<file path="src/rtl/spi_cmd_decoder_if.sv">
// Byte-stream and register-file signals between the SPI front-end, the command
// decoder and the register file.
interface spi_cmd_decoder_if #(
    parameter int ADDR_W = 6
);
    logic              cs_n;
    logic              byte_sync;
    logic [7:0]        data_in;
    logic [7:0]        data_out;
    logic [ADDR_W-1:0] reg_addr;
    logic              reg_hi;
    logic              reg_wr;
    logic [7:0]        reg_wdata;
    logic              reg_rd;
    logic [7:0]        reg_rdata;
    logic              proto_err;

    modport master (
        output cs_n, byte_sync, data_in, reg_rdata,
        input  data_out, reg_addr, reg_hi, reg_wr, reg_wdata, reg_rd, proto_err
    );

    modport slave (
        input  cs_n, byte_sync, data_in, reg_rdata,
        output data_out, reg_addr, reg_hi, reg_wr, reg_wdata, reg_rd, proto_err
    );
endinterface

</file>
<file path="src/rtl/spi_cmd_decoder.sv">
// Turns the SPI received-byte stream into 2-byte command frames: register
// write/read strobes, with read data returned on data_out for MISO.
module spi_cmd_decoder #(
    parameter int ADDR_W = 6
) (
    input  logic               clk,
    input  logic               rst_n,
    spi_cmd_decoder_if.slave   bus
);
    typedef enum logic [2:0] {
        IDLE,
        WDATA,
        RD_ISSUE,
        RD_CAP,
        RD_DUMMY
    } state_t;

    state_t            state, state_nxt;
    logic              cs_meta, cs_s, cs_d;
    logic              cmd_take, wr_take, err_hit, frame_start;
    logic [ADDR_W-1:0] addr_q;
    logic              hi_q;
    logic              wr_q;
    logic              perr_q;
    logic [7:0]        wdata_q;
    logic [7:0]        rdata_q;
    logic [7:0]        data_out_q;

    // cs_n is asynchronous to clk; synchronizer idles deasserted (high).
    always_ff @(posedge clk or negedge rst_n) begin
        if (!rst_n) begin
            cs_meta <= 1'b1;
            cs_s    <= 1'b1;
            cs_d    <= 1'b1;
        end else begin
            cs_meta <= bus.cs_n;
            cs_s    <= cs_meta;
            cs_d    <= cs_s;
        end
    end

    assign frame_start = cs_d & ~cs_s;

    always_ff @(posedge clk or negedge rst_n) begin
        if (!rst_n) state <= IDLE;
        else        state <= state_nxt;
    end

    // A deasserted frame overrides everything, including a coincident byte.
    always_comb begin
        state_nxt = state;
        cmd_take  = 1'b0;
        wr_take   = 1'b0;
        err_hit   = 1'b0;
        if (cs_s) begin
            state_nxt = IDLE;
        end else begin
            case (state)
                IDLE: begin
                    if (bus.byte_sync) begin
                        cmd_take  = 1'b1;
                        state_nxt = bus.data_in[7] ? WDATA : RD_ISSUE;
                    end
                end
                WDATA: begin
                    if (bus.byte_sync) begin
                        wr_take   = 1'b1;
                        state_nxt = IDLE;
                    end
                end
                RD_ISSUE: begin
                    err_hit   = bus.byte_sync;
                    state_nxt = RD_CAP;
                end
                RD_CAP: begin
                    err_hit   = bus.byte_sync;
                    state_nxt = RD_DUMMY;
                end
                RD_DUMMY: begin
                    if (bus.byte_sync) state_nxt = IDLE;
                end
                default: state_nxt = IDLE;
            endcase
        end
    end

    always_ff @(posedge clk or negedge rst_n) begin
        if (!rst_n) begin
            addr_q     <= '0;
            hi_q       <= 1'b0;
            wdata_q    <= 8'h00;
            wr_q       <= 1'b0;
            rdata_q    <= 8'h00;
            data_out_q <= 8'h00;
            perr_q     <= 1'b0;
        end else begin
            if (cmd_take) begin
                addr_q <= bus.data_in[ADDR_W-1:0];
                hi_q   <= bus.data_in[6];
            end
            if (wr_take) wdata_q <= bus.data_in;
            wr_q <= wr_take;
            // Register-file data is combinational; register it in the strobe cycle.
            if (state == RD_ISSUE) rdata_q <= bus.reg_rdata;
            if (state == RD_CAP && !cs_s) data_out_q <= rdata_q;
            if (frame_start)  perr_q <= 1'b0;
            else if (err_hit) perr_q <= 1'b1;
        end
    end

    assign bus.reg_addr  = addr_q;
    assign bus.reg_hi    = hi_q;
    assign bus.reg_wdata = wdata_q;
    assign bus.reg_wr    = wr_q;
    assign bus.reg_rd    = (state == RD_ISSUE) && !cs_s;
    assign bus.data_out  = data_out_q;
    assign bus.proto_err = perr_q;
endmodule
</file>
<file path="src/flat_wrapper.sv">
// flat-port wrapper written by rule: the top's interface ports become plain ports
module spi_cmd_decoder_flat 
#(
    parameter int ADDR_W = 6
)
  (clk, rst_n, bus_cs_n, bus_byte_sync, bus_data_in, bus_reg_rdata, bus_data_out, bus_reg_addr, bus_reg_hi, bus_reg_wr, bus_reg_wdata, bus_reg_rd, bus_proto_err);
  spi_cmd_decoder_if #(.ADDR_W(ADDR_W)) bus_i ();
  input  logic clk;
  input  logic rst_n;
  input wire logic [$bits(bus_i.cs_n)-1:0] bus_cs_n;
  input wire logic [$bits(bus_i.byte_sync)-1:0] bus_byte_sync;
  input wire logic [$bits(bus_i.data_in)-1:0] bus_data_in;
  input wire logic [$bits(bus_i.reg_rdata)-1:0] bus_reg_rdata;
  output wire logic [$bits(bus_i.data_out)-1:0] bus_data_out;
  output wire logic [$bits(bus_i.reg_addr)-1:0] bus_reg_addr;
  output wire logic [$bits(bus_i.reg_hi)-1:0] bus_reg_hi;
  output wire logic [$bits(bus_i.reg_wr)-1:0] bus_reg_wr;
  output wire logic [$bits(bus_i.reg_wdata)-1:0] bus_reg_wdata;
  output wire logic [$bits(bus_i.reg_rd)-1:0] bus_reg_rd;
  output wire logic [$bits(bus_i.proto_err)-1:0] bus_proto_err;
  assign bus_i.cs_n = bus_cs_n;
  assign bus_i.byte_sync = bus_byte_sync;
  assign bus_i.data_in = bus_data_in;
  assign bus_i.reg_rdata = bus_reg_rdata;
  assign bus_data_out = bus_i.data_out;
  assign bus_reg_addr = bus_i.reg_addr;
  assign bus_reg_hi = bus_i.reg_hi;
  assign bus_reg_wr = bus_i.reg_wr;
  assign bus_reg_wdata = bus_i.reg_wdata;
  assign bus_reg_rd = bus_i.reg_rd;
  assign bus_proto_err = bus_i.proto_err;
  spi_cmd_decoder #(.ADDR_W(ADDR_W)) u_core (.clk(clk), .rst_n(rst_n), .bus(bus_i));
endmodule
</file>
<file path="config.mk">
export PLATFORM = sky130hd
export DESIGN_NAME = spi_cmd_decoder_flat
export DESIGN_NICKNAME = d
export VERILOG_FILES = /design/src/rtl/spi_cmd_decoder_if.sv /design/src/rtl/spi_cmd_decoder.sv /design/src/flat_wrapper.sv
export SDC_FILE = /design/constraint.sdc
export NUM_CORES = 1
export LEC_CHECK = 0
export CAP_MARGIN = 20
export CORE_MARGIN = 2
export CORE_UTILIZATION = 45
export CTS_CLUSTER_SIZE = 14
export DETAILED_ROUTE_END_ITERATION = 8
export PLACE_DENSITY_LB_ADDON = 0.15
export SYNTH_ARGS = -nofsm -noshare
export SYNTH_HDL_FRONTEND = slang
export SYNTH_SLANG_ARGS = --single-unit
</file>
<file path="constraint.sdc">
create_clock -name clk -period 1.54 [get_ports clk]
set_input_delay 0.308 -clock clk [delete_from_list [all_inputs] [get_ports clk]]
set_output_delay 0.308 -clock clk [all_outputs]
set_load 0.03 [all_outputs]
</file>
==> results.cfg <==
[status]
outcome = completed

[clock_network]
cts_made_buffers = 5
root_buffer = clkbuf_4
clk_path_buf_depth = 2
clock_latency_ps = 340
clkSinkCount = 39
path_clk_slew_ps = 110
cts_tree = done
htree_num_levels = 2

[placement]
dp_slack_ps = -94.46
gp_congestion = 0.8177
hpwl_mm = 2.081
port_buffers = 45
dp.cells = 186

[power_and_ir_drop]
peakVddDrop_v = 0.001163
combPwrFrac_pct = 33.8
power_switching_uw = 1160
leakage_uw = 0.001009
power_density_nw_per_um2 = 1612
p_int_uw = 2334
p_seq_share_pct = 42.2
p_clk_share_pct = 24.0
swShare_pct = 33.20

[synthesis]
synth_compound_area_share_pct = 2.423
synth_area_um2 = 1498
synth_top_cell_by_area = dfrtp_1
synth_xor_area_share_pct = 0
yosys.area_share.simple_pct = 6.767
synthTopCellsByCount = dfrtp_1, mux2_2
netlist_instances = 95
yosys.area_share.adder_pct = 0
synth_edf_count = 0
synth.distinct_cells = 21
ys_seq_area_share_pct = 65.41
synth.most_common_cell = dfrtp_1
yosysWarnings = 0
yosys_register_bits = 39
muxShareOfSynthArea_pct = 23.31
synth.avg_cell_area_um2 = 15.77
synth_area_leaders = dfrtp_1, mux2_2, dfstp_2
synth_top_area_share_pct = 60.15
synth-main-ff-cell = dfrtp_1
syn-num-nets = 115
synth_async_sr_flop_share_pct = 100.0
synth_top_family_by_area = multiplexers

[floorplan]
coreArea_um2 = 3103
pin_count = 46
initial_core_util_pct = 48.27
row_count = 20
die_area_um2 = 3806
die_h_um = 61.69
die_width_um = 61.69

[layout]
nFillCells = 254
synthToLayoutAreaGrowth_pct = 44.70
drive_gt1_share_pct = 39.22
nNetsFinal = 172
stdcell_count = 197
num_antenna_cells = 0

[critical_path]
cp-start-kind = register
critPathMaxFanout = 3
reg2reg_depth = 5
ff2ff_setup_slack_ps = 70
cp-end-kind = output pin
r2r_start = u_core.state[2]$_DFFE_PN0P_
crit_arrival_ps = 1190
crit_required_ps = 1230
path_class = register to output pin
r2r-end = u_core.bus.data_out[5]$_DFFE_PN0P_

[routing]
antenna_left = 0
drt_iter0_markers = 8
drt-wirelength-per-cell_um = 14.46
routed_via_density = 5.020
num_vias = 989
drt-total-wl_mm = 2.848
drtPass1Iterations = 4
drc = 0

[timing]
tightestPinTransition_ps = 450.0
finalClockSkew_ps = 9.300
final_hold_viol_count = 0
finalSetupViolCount = 0
fin_crit_ps = 1499
relSlewSlack_pct = 70.00
setup_slack_ps = 41.42
fin_setup_tns_ps = 0
rsz0062_at_grt = true
fin_crit_sh_pct = 97.31
fmax_mhz = 667.3
drv_slew = 0

[grt]
grt_max_degree = 22
grt_pass1_wl_mm = 4.802
grt_use_total_pct = 18.02
grt_pass1_vias = 1070
overflow = 0
antenna_found_initial = 0

[min_path]
hp-class = register to register
whs_path_depth = 0
hold_end = u_core.cs_s$_DFF_PN1_
worstHoldStart = u_core.cs_meta$_DFF_PN1_

[job]
maxCapViolations = 0
-- metrics by stage --
| stage | area [um2] | power [uW] | utilization, % | hold slack [ps] |
|---|---|---|---|---|
| floorplan | 1503 | 2234 | - | 12.41 |
| global placement | 2056 | 2811 | 66.25 | 273.3 |
| detailed placement | 2056 | 2851 | 66.25 | 276.6 |
| CTS | 2163 | 3543 | 69.72 | 338.8 |
| global route | 2167 | 3694 | 69.84 | 341.9 |
| finish | 2167 | 3494 | 69.84 | 362.5 |
-- state kept, by name (all words and copies together) (netlist names), 3 cells and up --
| register | cells |
|---|---|
| u_core.bus.reg_addr | 6 |
| u_core.bus.data_out | 8 |
| u_core.rdata_q | 8 |
| u_core.bus.reg_wdata | 8 |
| u_core.state | 3 |
-- placed cells by master (no fill, tap or decap) --
| master | n |
|---|---|
| and3_1 | 1 |
| dlygate4sd3_1 | 1 |
| dlygate4sd2_1 | 25 |
| dfrtp_2 | 2 |
| buf_4 | 5 |
| clkdlybuf4s50_1 | 18 |
| buf_12 | 3 |
| mux2_2 | 31 |
| bufinv_16 | 2 |
| nor4b_1 | 1 |
| nand2b_4 | 1 |
| clkbuf_4 | 5 |
| inv_1 | 3 |
| nor2b_4 | 1 |
| a31oi_1 | 1 |
| nand3_2 | 1 |
| nor2_1 | 2 |
| o21a_1 | 1 |
| a211oi_1 | 1 |
| a21oi_1 | 3 |
| nand4_4 | 1 |
| dfstp_2 | 3 |
| dfrtp_1 | 34 |
| nor4_1 | 2 |
| buf_2 | 1 |
| nor3_2 | 1 |
| nor2_2 | 2 |
| clkinvlp_4 | 1 |
-- how the worst max path moves through the flow --
stage	slack (ps)	to	startpoint	cells after the start
6_report	40	bus_reg_rd	u_core.state[2]$_DFFE_PN0P_	3
5_1_grt	-60	bus_reg_rd	u_core.state[2]$_DFFE_PN0P_	3
4_1_cts	7	u_core.bus.reg_addr[1]$_DFFE_PN0P_	u_core.state[2]$_DFFE_PN0P_	4
3_5_place_dp	-90	u_core.bus.reg_addr[2]$_DFFE_PN0P_	bus_byte_sync	3
3_3_place_gp	-50	u_core.bus.reg_hi$_DFFE_PN0P_	bus_byte_sync	3
2_1_floorplan	180	u_core.rdata_q[0]$_DFFE_PN0N_	u_core.state[2]$_DFFE_PN0P_	3
-- kinds of logic after synthesis --
family,after synthesis
buf+inv,6
flops,39
simple gates,13
compound gates,6
mux,31
-- routing by layer --
metal | share of wire (%) | routed length, um | track usage (%)
met2 | 52 | 1485 | 29.32
met4 | 0 | 0 | 6.383
met1 | 38 | 1096 | 20.33
met3 | 9.3 | 266 | 9.524
met5 | 0 | 0 | 0
-- layout make-up --
type | count | area, um2 | share of cell area, %
clock inverters | 3 | 67.56 | 3.118
well taps | 44 | 55.05 | 2.540
clock buffers | 5 | 37.54 | 1.732
flip-flops and latches | 39 | 982.2 | 45.32
multi-input cells | 50 | 501.7 | 23.15
inverters | 3 | 11.26 | 0.5196
repair buffers | 53 | 511.7 | 23.61
-- worst max-delay path: stages, from the launching register on --
cell,delay [ps]
dfrtp_2,430
nand2b_4,150
nor3_2,90
buf_4,180
-- power groups by stage --
stage,sequential [uW],clock [uW],combinational (uW)
final,1470,839,1180
after CTS,1480,865,1200
after detailed placement,1510,0,1340
after floorplan,1920,0,316
after global placement,1490,0,1320
after global routing,1520,904,1270
-- what timing repair did --
| action | in CTS | in global routing |
|---|---|---|
| endpoints found under the hold margin | 18 | 0 |
| resized for setup | 27 | 2 |
| hold buffers | 1 | 0 |
| pin swaps | 1 | 0 |
| setup buffers | 2 | 0 |
| endpoints found under the setup margin | 26 | 23 |
Power figures use the tool's default switching activity.
